### src/rtl/control_bubble_pipe.sv
// Control-word pipeline with bubble injection, per-stage flush and global hold.
// Ports: clk, reset (sync, active-low), ctrl_i/valid_i in; insert_i, multi_i,
//   multi_count_i (bubbles); flush_i (per stage); hold_i (freeze);
//   stage_ctrl_o/stage_valid_o (all stages), ctrl_o/valid_o (last stage),
//   stall_o (comb upstream hold), bubble_active_o/bubble_cnt_o (counter).
module control_bubble_pipe #(
  parameter int NBits   = 11,
  parameter int NStages = 3,
  parameter int CntBits = 3
) (
  input  logic                     clk,
  input  logic                     reset,
  input  logic [NBits-1:0]         ctrl_i,
  input  logic                     valid_i,
  input  logic                     insert_i,
  input  logic                     multi_i,
  input  logic [CntBits-1:0]       multi_count_i,
  input  logic [NStages-1:0]       flush_i,
  input  logic                     hold_i,
  output logic [NStages*NBits-1:0] stage_ctrl_o,
  output logic [NStages-1:0]       stage_valid_o,
  output logic [NBits-1:0]         ctrl_o,
  output logic                     valid_o,
  output logic                     stall_o,
  output logic                     bubble_active_o,
  output logic [CntBits-1:0]       bubble_cnt_o
);

  logic [NBits-1:0]   stage_q [NStages];
  logic [NBits-1:0]   stage_d [NStages];
  logic [NStages-1:0] valid_q;
  logic [NStages-1:0] valid_d;
  logic [CntBits-1:0] cnt_q;
  logic [CntBits-1:0] cnt_d;
  logic               multi_go;
  logic               inj;

  // A zero-length multi request is ignored entirely.
  assign multi_go = multi_i & (multi_count_i != '0);
  assign inj      = insert_i | multi_go | (cnt_q != '0);
  assign stall_o  = hold_i | inj;

  // Stage 0: flush beats hold beats advance.
  always_comb begin
    stage_d[0] = stage_q[0];
    valid_d[0] = valid_q[0];
    if (flush_i[0]) begin
      stage_d[0] = '0;
      valid_d[0] = 1'b0;
    end else if (!hold_i) begin
      stage_d[0] = inj ? '0 : ctrl_i;
      valid_d[0] = ~inj & valid_i;
    end
  end

  // Later stages take the pre-edge value of the stage ahead.
  for (genvar k = 1; k < NStages; k++) begin : g_adv
    always_comb begin
      stage_d[k] = stage_q[k];
      valid_d[k] = valid_q[k];
      if (flush_i[k]) begin
        stage_d[k] = '0;
        valid_d[k] = 1'b0;
      end else if (!hold_i) begin
        stage_d[k] = stage_q[k-1];
        valid_d[k] = valid_q[k-1];
      end
    end
  end

  // The request edge is itself the first bubble, hence count-1.
  always_comb begin
    cnt_d = cnt_q;
    if (!hold_i) begin
      if (multi_go) begin
        cnt_d = multi_count_i - CntBits'(1);
      end else if (cnt_q != '0) begin
        cnt_d = cnt_q - CntBits'(1);
      end
    end
  end

  always_ff @(posedge clk) begin
    if (!reset) begin
      for (int k = 0; k < NStages; k++) begin
        stage_q[k] <= '0;
      end
      valid_q <= '0;
      cnt_q   <= '0;
    end else begin
      for (int k = 0; k < NStages; k++) begin
        stage_q[k] <= stage_d[k];
      end
      valid_q <= valid_d;
      cnt_q   <= cnt_d;
    end
  end

  for (genvar k = 0; k < NStages; k++) begin : g_out
    assign stage_ctrl_o[k*NBits +: NBits] = stage_q[k];
  end

  assign stage_valid_o   = valid_q;
  assign ctrl_o          = stage_q[NStages-1];
  assign valid_o         = valid_q[NStages-1];
  assign bubble_active_o = (cnt_q != '0);
  assign bubble_cnt_o    = cnt_q;

endmodule

### config.mk
export PLATFORM = sky130hd
export DESIGN_NAME = control_bubble_pipe
export DESIGN_NICKNAME = d
export VERILOG_FILES = /design/src/rtl/control_bubble_pipe.sv
export SDC_FILE = /design/constraint.sdc
export NUM_CORES = 1
export LEC_CHECK = 0
export CORE_MARGIN = 4
export CORE_UTILIZATION = 43
export DETAILED_ROUTE_END_ITERATION = 12
export PLACE_DENSITY = 0.88
export SYNTH_ARGS = -nofsm -noshare
export SYNTH_HDL_FRONTEND = slang
export SYNTH_SLANG_ARGS = --single-unit
export TNS_END_PERCENT = 1
### constraint.sdc
create_clock -name clk -period 3.8 [get_ports clk]
set_input_delay 0.38 -clock clk [delete_from_list [all_inputs] [get_ports clk]]
set_output_delay 0.38 -clock clk [all_outputs]
set_load 0.03 [all_outputs]
==> results of run 1 <==
[through the flow]
step | hold slack (ns) | setup slack, ns | utilization (%) | total power, mW
6_report | 0.5103 | 0.9573 | 69.03 | 0.9231
3_3_place_gp | 0.4881 | 1.013 | 65.18 | 0.5317
3_5_place_dp | 0.4969 | 0.9533 | 65.18 | 0.5328
4_1_cts | 0.5173 | 0.9496 | 69.03 | 0.9331
2_1_floorplan | 0.5055 | 1.726 | - | 0.4864
5_1_grt | 0.5388 | 0.8998 | 69.03 | 0.9574
[Yosys cell counts (2+ instances only)]
cell,instances
buf_6,2
buf_2,3
nor2_1,25
a22oi_1,2
nand2b_1,4
a22o_1,12
dfxtp_1,39
buf_4,12
o21ai_0,3
mux2i_1,25
clkbuf_1,3
[state kept, by name (all words and copies together) (netlist names)]
register and cells:
stage_valid_o 3, bubble_cnt_o 3, stage_q 33
[worst paths after layout]
path,from,endpoint,slack [ns],depth (start not counted)
min reg2reg,stage_q[0][5]$_SDFFE_PP0N_,stage_q[0][5]$_SDFFE_PP0N_,0.51,1
min,stage_q[0][5]$_SDFFE_PP0N_,stage_q[0][5]$_SDFFE_PP0N_,0.51,1
max reg2reg,bubble_cnt_o[2]$_SDFFE_PN0P_,stage_q[0][2]$_SDFFE_PP0N_,2.24,3
max,multi_count_i[1],stall_o,0.96,5
[cell families after synthesis]
family                   Yosys count  share of synthesized area, %
AND/OR/NAND/NOR                   41                         13.95
flip-flops                        39                         49.45
multiplexers                      25                         15.85
AO/OA/AOI/OAI                     22                         11.17
buffers and inverters             20                         8.795
adder cells (fa/ha/maj)            1                        0.7923
[final cells by class]
| type | count | area (sq um) | share of cell area (%) |
|---|---|---|---|
| Multi-Input combinational cell | 89 | 659.4 | 27.75 |
| Timing Repair Buffer | 75 | 745.7 | 31.38 |
| Sequential cell | 39 | 780.7 | 32.86 |
| Clock inverter | 2 | 60.06 | 2.528 |
| Clock buffer | 6 | 72.57 | 3.054 |
| Tap cell | 46 | 57.56 | 2.422 |
[power groups by stage]
stage	Clock, mW	Sequential, mW	Combinational, mW
4_1_cts	0.409	0.418	0.105
6_report	0.400	0.419	0.105
5_1_grt	0.425	0.419	0.113
3_3_place_gp	0	0.428	0.104
2_1_floorplan	0	0.437	0.0495
3_5_place_dp	0	0.428	0.105
[critical path, delay by kind of cell]
kind            cells  cell delay, ns
simple gates        2            0.62
buf+inv             2            1.09
compound gates      1            0.37
[metal layers]
metal / vias up / share of wire, %
met4: 0 / 1.4
met1: 589 / 42
met5: - / 0
met3: 4 / 6.7
met2: 49 / 50
li1: 630 / -
==> flow_summary.yaml, run 1 <==
detailed_routing:
  drt-initial-drc-count: 91
  drc_errors: 0
  antenna_left: 0
  drt-pass1-iter-count: 4
  totalWireLength_mm: 3.683
  viasPerCell: 4.949
  drt-wirelength-per-cell_um: 14.33
  vias: 1272
clock_tree:
  path_clk_slew_ns: 0.07
  cts_tree: "built"
  clkLatencyLatePin_ns: 0.29
  h-tree-depth: 2
  numCtsBuffers: 5
  cts_setup_buffers: 0
  cts_resized: 0
  cts_buffer_depth: 2
  postCtsHoldBufs: 0
  cts.sinks: 39
  root_buffer: "clkbuf_8"
power:
  cellPowerDensity_nw_per_um2: 388.5
  power.share.switching_pct: 21.02
  pwr-share-seq_pct: 45.4
  power.internal_mw: 0.7290
  p_leak_nw: 0.9159
  p_clk_share_pct: 43.3
  ir_drop_mv: 0.2444
  combinationalPowerShare_pct: 11.3
  power.switching_mw: 0.1940
worst_setup_path:
  arrival_ns: 2.46
  cp.required_ns: 3.42
  crit_slowest_cell: "clkdlybuf4s50_1"
  path_max_fanout: 5
  cp-end-kind: "output pin"
  crit_type: "input pin to output pin"
  critPathLaunchType: "input pin"
  cp_common_cell: "clkdlybuf4s50_1"
  cp_cell_sequence: "clkdlybuf4s50_1, o31a_1, or2_2, or3_1, clkdlybuf4s50_1"
  max_stage_delay_ns: 0.62
timing:
  fin_tns_setup_ns: 0
  tightest_slew_ns: 0.8335
  hold_viol: 0
  setup_viol: 0
  period_share_pct: 74.81
  rsz0062_at_grt: "false"
  finalCriticalPeriod_ns: 2.843
  clock.fmax_mhz: 351.8
  drv_slew: 0
  fin_skew_ns: 0.005183
  slew_headroom_pct: 44.44
yosys:
  postSynthNetCount: 172
  ys_ff_latch: 39
  synth.top_cell.area_share_pct: 49.45
  synth_largest_area_cell: "dfxtp_1"
  synthTopCellsByArea: "dfxtp_1 49%, mux2i_1 16%, a22o_1 6.7%"
  synth_edf_count: 0
  synthFlopType: "dfxtp_1"
  yosys_warnings: 0
  async_reset_ff_share_pct: 0
  synthesis.area_sq_um: 1579
  synth_cells: 148
  ys_types: 29
  synth_area_per_cell_sq_um: 10.67
  yosysSeqAreaShare_pct: 49.45
place:
  dpl-instance-area_sq_um: 2243
  placed_cells: 249
  gp_congestion: 0.7357
  hpwlAfterDp_mm: 2.701
  port_buffers: 75
die:
  core-area_sq_um: 3442
  die_x_um: 68.60
  dieArea_sq_um: 4706
  initial_core_util_pct: 45.87
  die_h_um: 68.60
  rows: 21
  num_io_pins: 76
run_status:
  status: "finished, final reports clean"
global_routing:
  overflow: 0
  globalRouteMet2Util_pct: 28.25
  grt_pass1_wl_mm: 5.954
  antenna_found_initial: 0
  use_met3_pct: 5.997
  use_met1_pct: 20.32
  grt_busiest_layer: "met2"
  grt_pass1_vias: 1285
  grt_usage_pct: 17.22
  grt_max_degree: 35
finish:
  final_common_cell: "clkdlybuf4s50_1"
  fillers: 264
  final_cell_mix: "74 x clkdlybuf4s50_1, 39 x dfxtp_1, 25 x mux2i_1, 25 x nor2_1, 12 x a22o_1"
  nets: 234
  antenna-diode-count: 0
  fin_area_sq_um: 2376
  drive_gt1_share_pct: 6.161
  syn_to_final_growth_pct: 50.48
  instances_no_fill: 257
hold_path:
  min_path_type: "register to register"
job:
  cap_violations: 0
Note: power is estimated with default switching activity, not from simulation.
==> run 2, diff against run 1 <==
--- a/config.mk
+++ b/config.mk
@@ -6,9 +6,9 @@
 export NUM_CORES = 1
 export LEC_CHECK = 0
 export CORE_MARGIN = 4
-export CORE_UTILIZATION = 43
+export CORE_UTILIZATION = 40
 export DETAILED_ROUTE_END_ITERATION = 12
-export PLACE_DENSITY = 0.88
+export PLACE_DENSITY = 0.83
 export SYNTH_ARGS = -nofsm -noshare
 export SYNTH_HDL_FRONTEND = slang
 export SYNTH_SLANG_ARGS = --single-unit
==> constraint.sdc (replaced) <==
create_clock -name clk -period 2.7 [get_ports clk]
set_input_delay 0.27 -clock clk [delete_from_list [all_inputs] [get_ports clk]]
set_output_delay 0.27 -clock clk [all_outputs]
set_load 0.03 [all_outputs]
==> flow_summary.yaml, run 2 (synthesis gave the netlist of run 1 again) <==
die:
  die_x_um: 70.83
  initial_core_util_pct: 42.18
  die_h_um: 70.83
  rows: 22
  core-area_sq_um: 3744
  num_io_pins: 76
  dieArea_sq_um: 5017
worst_setup_path:
  cp.required_ns: 2.43
  arrival_ns: 2.35
  cp-end-kind: "output pin"
  critPathLaunchType: "input pin"
  path_max_fanout: 5
  crit_type: "input pin to output pin"
place:
  gp_congestion: 0.7203
  port_buffers: 75
  hpwlAfterDp_mm: 2.782
  pre_cts_ws_ns: 0.07293
detailed_routing:
  drt-pass1-iter-count: 4
  drt-initial-drc-count: 67
  totalWireLength_mm: 3.810
  antenna_left: 0
  drt-wirelength-per-cell_um: 14.65
  viasPerCell: 4.996
  vias: 1299
  drc_errors: 0
global_routing:
  grt_pass1_vias: 1300
  grt_max_degree: 33
  grt_pass1_wl_mm: 6.361
  overflow: 0
  antenna_found_initial: 0
  grt_usage_pct: 16.27
finish:
  antenna-diode-count: 0
  largest_reg_flops: 33
  nets: 235
  final_common_cell: "clkdlybuf4s50_1"
  syn_to_final_growth_pct: 51.11
  final_cell_mix: "74 x clkdlybuf4s50_1, 39 x dfxtp_1, 25 x mux2i_1, 25 x nor2_1, 12 x a22o_1"
  drive_gt1_share_pct: 6.604
  regMostFlops: "stage_q"
clock_tree:
  cts_setup_buffers: 0
  path_clk_slew_ns: 0.07
  postCtsHoldBufs: 0
  cts.sinks: 39
  cts_tree: "built"
  h-tree-depth: 2
  clkLatencyLatePin_ns: 0.29
  cts_buffer_depth: 2
  root_buffer: "clkbuf_8"
  numCtsBuffers: 5
  cts_resized: 0
run_status:
  status: "finished, final reports clean"
job:
  cap_violations: 0
timing:
  fin_skew_ns: 0.002764
  drv_slew: 0
  slew_headroom_pct: 63.53
  fin_tns_setup_ns: 0
  period_share_pct: 96.86
  clock.fmax_mhz: 382.4
  hold_viol: 0
  finalCriticalPeriod_ns: 2.615
  rsz0062_at_grt: "false"
  tightest_slew_ns: 0.5470
  worst_slack_ns: 0.08475
  setup_viol: 0
power:
  p_leak_nw: 0.9207
  cellPowerDensity_nw_per_um2: 546.7
  ir_drop_mv: 0.3624
hold_path:
  min_path_type: "input pin to register"
-- run 2: layout make-up --
class / instances / area (sq um)
Tap cell: 48 / 60.06
Multi-Input combinational cell: 89 / 659.4
Clock buffer: 6 / 72.57
Sequential cell: 39 / 780.7
Fill cell: 344 / 1358
Clock inverter: 2 / 60.06
Timing Repair Buffer: 76 / 753.2
-- run 2: worst paths after layout --
path / from / to / slack, ns / cells past startpoint
hold reg to reg: stage_q[0][3]$_SDFFE_PP0N_ / stage_q[0][3]$_SDFFE_PP0N_ / 0.51 / 1
setup / recovery: multi_count_i[1] / stall_o / 0.08 / 5
setup reg to reg: bubble_cnt_o[2]$_SDFFE_PN0P_ / stage_q[0][5]$_SDFFE_PP0N_ / 1.19 / 3
hold / removal: hold_i / stage_q[0][9]$_SDFFE_PP0N_ / 0.50 / 4
-- run 2: metrics by stage --
stage | hold slack, ns | area (sq um) | cells | power, mW | util (%)
2_1_floorplan | 0.3955 | 1579 | 148 | 0.6845 | -
3_3_place_gp | 0.4847 | 2253 | 252 | 0.7497 | 60.19
3_5_place_dp | 0.4957 | 2253 | 252 | 0.7526 | 60.19
4_1_cts | 0.4983 | 2386 | 260 | 1.316 | 63.74
5_1_grt | 0.5134 | 2386 | 260 | 1.353 | 63.74
6_report | 0.5032 | 2386 | 260 | 1.304 | 63.74
-- run 2: critical path, cell delays in order --
cell and delay, ns:
clkdlybuf4s50_1 0.48, o31a_1 0.36, or2_2 0.30, or3_1 0.31, clkdlybuf4s50_1 0.61
-- run 2: report_power, final --
group          total [mW]  internal (mW)  switching, mW
Sequential          0.590          0.582        0.00774
Combinational       0.149         0.0755         0.0738
Clock               0.565          0.369          0.196
-- run 2: routing by layer --
| metal | part of all wire [%] | global-route usage [%] | vias up |
|---|---|---|---|
| met4 | 1.9 | 6.889 | 0 |
| met3 | 8.0 | 6.392 | 7 |
| li1 | - | - | 638 |
| met1 | 41 | 19.04 | 599 |
| met2 | 49 | 26.47 | 55 |
| met5 | 0 | 0 | - |
==> run 3, diff against run 2 <==
--- a/config.mk
+++ b/config.mk
@@ -5,6 +5,7 @@
 export SDC_FILE = /design/constraint.sdc
 export NUM_CORES = 1
 export LEC_CHECK = 0
+export CAP_MARGIN = 20
 export CORE_MARGIN = 4
 export CORE_UTILIZATION = 40
 export DETAILED_ROUTE_END_ITERATION = 12
==> results of run 3 <==
No change in the layout: final DEF, timing and power equal those of run 2.
